File: src/rtl/add_pipe_nbits.sv
// add_pipe_nbits: pipelined WIDTH-bit ripple adder split into STAGES
// carry-registered segments, with a valid/ready handshake on both sides.
//
// Optional feature: define ADD_PIPE_SUB_EN to add the i_sub port
// (A - B computed as A + ~B + 1; o_carry=1 means no borrow).
//
// Ports:
//   i_clk       clock, rising edge
//   i_rst_n     asynchronous active-low reset
//   i_valid     upstream operands valid
//   o_ready     block accepts operands this cycle (combinational ready chain)
//   i_data_one  operand A
//   i_data_two  operand B
//   i_carry     carry-in to bit 0
//   i_sub       subtract select (only with ADD_PIPE_SUB_EN)
//   o_valid     result valid
//   i_ready     downstream accepts result
//   o_data      (A + B + cin) mod 2^WIDTH
//   o_carry     carry-out of bit WIDTH-1
module add_pipe_nbits #(
    parameter int unsigned WIDTH  = 30,
    parameter int unsigned STAGES = 3
) (
    input  logic             i_clk,
    input  logic             i_rst_n,
    input  logic             i_valid,
    output logic             o_ready,
    input  logic [WIDTH-1:0] i_data_one,
    input  logic [WIDTH-1:0] i_data_two,
    input  logic             i_carry,
`ifdef ADD_PIPE_SUB_EN
    input  logic             i_sub,
`endif
    output logic             o_valid,
    input  logic             i_ready,
    output logic [WIDTH-1:0] o_data,
    output logic             o_carry
);

    localparam int W    = int'(WIDTH);
    localparam int NSTG = int'(STAGES);
    localparam int SEG  = (W + NSTG - 1) / NSTG;

    // Operand B and carry as seen by stage 0; subtraction is folded in here
    // so the rest of the pipeline is a plain adder.
    logic [WIDTH-1:0] b_ent;
    logic             c_ent;

`ifdef ADD_PIPE_SUB_EN
    always_comb begin
        b_ent = i_sub ? ~i_data_two : i_data_two;
        c_ent = i_sub | i_carry;
    end
`else
    assign b_ent = i_data_two;
    assign c_ent = i_carry;
`endif

    for (genvar k = 0; k < NSTG; k++) begin : g_stg
        // Bit range [LO, HI) added by this stage; may be empty when
        // STAGES does not divide WIDTH evenly.
        localparam int LO = k * SEG;
        localparam int HI = ((k + 1) * SEG < W) ? (k + 1) * SEG : W;

        logic [WIDTH-1:0] a_in;
        logic [WIDTH-1:0] b_in;
        logic [WIDTH-1:0] s_in;
        logic             c_in;
        logic             v_in;
        logic [WIDTH-1:0] s_d;
        logic             c_d;
        logic [WIDTH-1:0] s_q;
        logic             c_q;
        logic             vld_q;
        logic             load;

        // Stage inputs: ports for stage 0, skew registers of the stage below otherwise.
        if (k == 0) begin : g_src
            assign a_in = i_data_one;
            assign b_in = b_ent;
            assign s_in = '0;
            assign c_in = c_ent;
            assign v_in = i_valid;
        end else begin : g_src
            assign a_in = g_stg[k-1].g_hold.a_q;
            assign b_in = g_stg[k-1].g_hold.b_q;
            assign s_in = g_stg[k-1].s_q;
            assign c_in = g_stg[k-1].c_q;
            assign v_in = g_stg[k-1].vld_q;
        end

        // Load when empty or when the stage above is taking our contents.
        if (k == NSTG - 1) begin : g_load
            assign load = !vld_q | i_ready;
        end else begin : g_load
            assign load = !vld_q | g_stg[k+1].load;
        end

        // Full-adder ripple over this stage's segment; other bits pass through.
        always_comb begin
            s_d = s_in;
            c_d = c_in;
            for (int i = 0; i < W; i++) begin
                if (i >= LO && i < HI) begin
                    s_d[i] = a_in[i] ^ b_in[i] ^ c_d;
                    c_d    = (a_in[i] & b_in[i]) | (c_d & (a_in[i] ^ b_in[i]));
                end
            end
        end

        // Valid flag follows every load; data only captured for real operations
        // so outputs stay zero until the first result.
        always_ff @(posedge i_clk or negedge i_rst_n) begin
            if (!i_rst_n) begin
                vld_q <= 1'b0;
                s_q   <= '0;
                c_q   <= 1'b0;
            end else if (load) begin
                vld_q <= v_in;
                if (v_in) begin
                    s_q <= s_d;
                    c_q <= c_d;
                end
            end
        end

        // Operand skew registers, not needed after the last stage.
        if (k < NSTG - 1) begin : g_hold
            logic [WIDTH-1:0] a_q;
            logic [WIDTH-1:0] b_q;

            always_ff @(posedge i_clk or negedge i_rst_n) begin
                if (!i_rst_n) begin
                    a_q <= '0;
                    b_q <= '0;
                end else if (load && v_in) begin
                    a_q <= a_in;
                    b_q <= b_in;
                end
            end
        end
    end

    assign o_ready = g_stg[0].load;
    assign o_valid = g_stg[NSTG-1].vld_q;
    assign o_data  = g_stg[NSTG-1].s_q;
    assign o_carry = g_stg[NSTG-1].c_q;

endmodule

File: config.mk
export PLATFORM = sky130hd
export DESIGN_NAME = add_pipe_nbits
export DESIGN_NICKNAME = d
export VERILOG_FILES = /design/src/rtl/add_pipe_nbits.sv
export SDC_FILE = /design/constraint.sdc
export NUM_CORES = 1
export LEC_CHECK = 0
export CAP_MARGIN = 20
export CORE_ASPECT_RATIO = 1.75
export CORE_MARGIN = 5
export CORE_UTILIZATION = 47
export CTS_CLUSTER_DIAMETER = 40
export CTS_CLUSTER_SIZE = 40
export DETAILED_ROUTE_END_ITERATION = 8
export GPL_ROUTABILITY_DRIVEN = 0
export PLACE_DENSITY_LB_ADDON = 0.2
export SLEW_MARGIN = 15
export SYNTH_ARGS = -nofsm -noshare
export SYNTH_HDL_FRONTEND = slang
export SYNTH_SLANG_ARGS = --single-unit
File: constraint.sdc
create_clock -name i_clk -period 4 [get_ports i_clk]
set_input_delay 0.8 -clock i_clk [delete_from_list [all_inputs] [get_ports i_clk]]
set_output_delay 0.8 -clock i_clk [all_outputs]
set_load 0.03 [all_outputs]
==> flow_metrics.tcl <==
set metrics [dict create \
    outcome "finished, violations left" \
    violations "negative setup slack" \
    post-route-period-util_pct 106 \
    drc_errors 0 \
    grt_overflow 0 \
    crit_required_ps 4320 \
    die_y_um 153 \
    ys_ff_latch 126 \
    synthTopCellsByArea "dfrtp_1 (58%), mux2_2 (23%), fa_1 (11%)" \
    critPathCaptureType "flip-flop" \
    drt_wl_total_mm 9.91 \
    critPathLaunch "i_data_one[0]" \
    via_per_inst 4.98 \
    stdcell_count 586 \
    reg2reg_depth 14 \
    endpoint "g_stg[0].s_q[9]$_DFFE_PN0P_" \
    crit_arrival_ps 4570 \
    clk_latency_ps 400 \
    placed_cell_area_mm2 0.00658 \
    die_w_um 91.4 \
    setup_viol 4 \
    ios 98 \
    wl_per_cell_um 16.9 \
    rrSetupSlack_ps -210 \
    cts_root_buf "clkbuf_16" \
    drive_gt1_share_pct 43.9 \
    ys_types 16 \
    hold_violations 0 \
    drv_slew 0 \
    nNetsFinal 533 \
    diodes 0 \
    syn_nets 423 \
    start_util_pct 47.6 \
    ys_seq_area_share_pct 57.8 \
    synth_edf_count 0 \
    vias 2920 \
    async_flop_share_pct 100 \
    grt_usage_pct 15.4 \
    grt_max_degree 69 \
    core_mm2 0.0115 \
    p_leak_uw 0.00306 \
    cts_htree_levels 4 \
    cts_tree "done" \
    dpl.hpwl_mm 6.71 \
    setup_ws_ps -254 \
    rsz0062_at_grt "true" \
    critPathSlowestCell "fa_1" \
    antenna_left 0 \
    crit_type "in2reg" \
    syn_area_mm2 0.00545 \
    power.total_uw 4920 \
    cts_buffer_depth 2 \
    yosys.area.top_type "dfrtp_1" \
    period_needed_ps 4250 \
    critPathBufInv 4 \
    cp.depth 15 \
    antenna_found_initial 0 \
    hold_path.class "reg2reg" \
    grt_first_pass_wirelength_mm 16.8 \
    numCtsBuffers 17 \
    cts.clk_slew.worst_paths_ps 60 \
    crit_path_frequent_cell "fa_2" \
    setup_tns_ps -687 \
    max-vdd-ir-drop_mv 0.529 \
    port_buffers 97 \
    syn2layout_area_growth_pct 31.5 \
    r2r_start "g_stg[0].g_hold.a_q[10]$_DFFE_PN0P_" \
    path_delay_family "adder cells" \
    drt_first_pass_iters 4 \
    synth_top_cell_area_share_pct 57.8 \
    drv.max_cap_violation_count 0 \
    synth.avg_cell_area_um2 16.6 \
    synthTopCellsByCount "dfrtp_1 (126), mux2_2 (112), fa_1 (30), inv_1 (28), mux2i_1 (9)" \
    drt-initial-drc-count 73 \
    slew-limit-headroom_pct 40.6 \
    grt_pass1_vias 3425 \
    yosys_warnings 0 \
    synthCells 328 \
    critPathMaxFanout 1 \
    crit_chain "buf_8 -> inv_12 -> fa_2 -> inv_2 -> fa_2 -> fa_2 -> fa_2 -> fa_2 -> fa_2 -> fa_2 -> fa_2 -> fa_2 -> inv_2 -> fa_1 -> mux2i_1" \
    worst_pin_slew_ps 888 \
    synth_ff_type "dfrtp_1" \
    power_density_mw_per_mm2 685 \
    dp.cells 552 \
    fin_skew_ps 8.14 \
    maxClockFrequency_ghz 0.235 \
    num_rows 52 \
    synth.most_common_cell "dfrtp_1" \
    cpPeakStageDelay_ps 410 \
    design.die.area_mm2 0.0139 \
    cts.sinks 126 \
    stdcell_area_mm2 0.00717 \
    crit_path_start_kind "primary input" \
    rr_endpoint "g_stg[1].s_q[19]$_DFFE_PN0P_" \
]
-- through the flow --
stage	util (%)	hold WS [ps]	worst slack, ps
5_1_grt	62.6	510	-389
4_1_cts	62.6	503	-434
3_3_place_gp	57.5	482	-1110
3_5_place_dp	57.5	487	-1180
2_1_floorplan	-	475	-404
6_report	62.6	499	-254
-- cells by family after synthesis --
group         count (synthesis)  share of synthesized area [%]
flops                       126                           57.8
mux                         123                           25.3
buf+inv                      40                           4.38
fa+ha+maj                    30                           11.0
simple gates                  9                           1.47
-- power breakdown --
group          switching [uW]  internal [uW]  leakage [uW]
sequential                234           1690       0.00147
clock                     554            870      0.000261
combinational             741            828       0.00133
-- layout make-up --
type / instances / area (um^2)
multi-input cells: 162 / 2140
clock inverters: 13 / 118
clock buffers: 19 / 443
flip-flops and latches: 126 / 3150
inverters: 28 / 123
well taps: 135 / 169
fillers: 894 / 4280
repair buffers: 103 / 1030
-- state kept, by name, indices dropped and copies added, names as in the netlist --
name,cells
o_valid,1
o_data,30
g_stg.g_hold.b_q,30
g_stg.g_hold.a_q,30
g_stg.vld_q,2
g_stg.s_q,30
o_carry,1
g_stg.c_q,2
-- what timing repair did --
action,in CTS,in global routing
pin swaps,10,9
gates cloned,0,0
resized for setup,30,0
hold buffers,0,0
buffers inserted,2,0
endpoints found under the setup margin,10,9
-- layer usage --
| metal | up-vias | track usage (%) | part of all wire [%] |
|---|---|---|---|
| met1 | 1523 | 17.7 | 38 |
| met4 | 0 | 6.29 | 1.6 |
| met5 | - | 0 | 0 |
| met2 | 69 | 26.8 | 56 |
| met3 | 13 | 4.05 | 4.7 |
| li1 | 1315 | - | - |
-- worst min-delay path by stage --
stage / depth (start not counted) / slack (ps) / start / to
floorplan: 1 / 470 / g_stg[0].g_hold.b_q[29]$_DFFE_PN0P_ / g_stg[1].g_hold.b_q[29]$_DFFE_PN0P_
global route: 1 / 510 / g_stg[1].s_q[9]$_DFFE_PN0P_ / o_data[9]$_DFFE_PN0P_
finish: 1 / 500 / g_stg[0].s_q[7]$_DFFE_PN0P_ / g_stg[0].s_q[7]$_DFFE_PN0P_
CTS: 1 / 500 / g_stg[0].s_q[3]$_DFFE_PN0P_ / g_stg[0].s_q[3]$_DFFE_PN0P_
detailed placement: 1 / 490 / g_stg[1].s_q[9]$_DFFE_PN0P_ / o_data[9]$_DFFE_PN0P_
global placement: 1 / 480 / g_stg[0].g_hold.b_q[23]$_DFFE_PN0P_ / g_stg[1].g_hold.b_q[23]$_DFFE_PN0P_
-- placed cells by master, fill, tap and decap left out --
master / count
inv_12: 1
buf_6: 2
nand2_4: 1
nand2b_1: 2
buf_8: 1
inv_1: 16
clkbuf_1: 1
clkbuf_16: 17
bufinv_16: 1
nand3b_1: 1
fa_1: 3
dlygate4sd2_1: 2
clkinvlp_4: 5
nand4b_4: 1
nand2_2: 2
clkinv_4: 3
or2b_1: 2
inv_2: 10
mux2i_1: 9
mux2_4: 3
inv_6: 2
clkinv_2: 3
buf_12: 1
clkbuf_8: 1
mux2_2: 111
fa_2: 27
buf_4: 6
dfrtp_1: 126
clkdlybuf4s50_1: 91
Note: power is estimated with default switching activity, not from simulation.
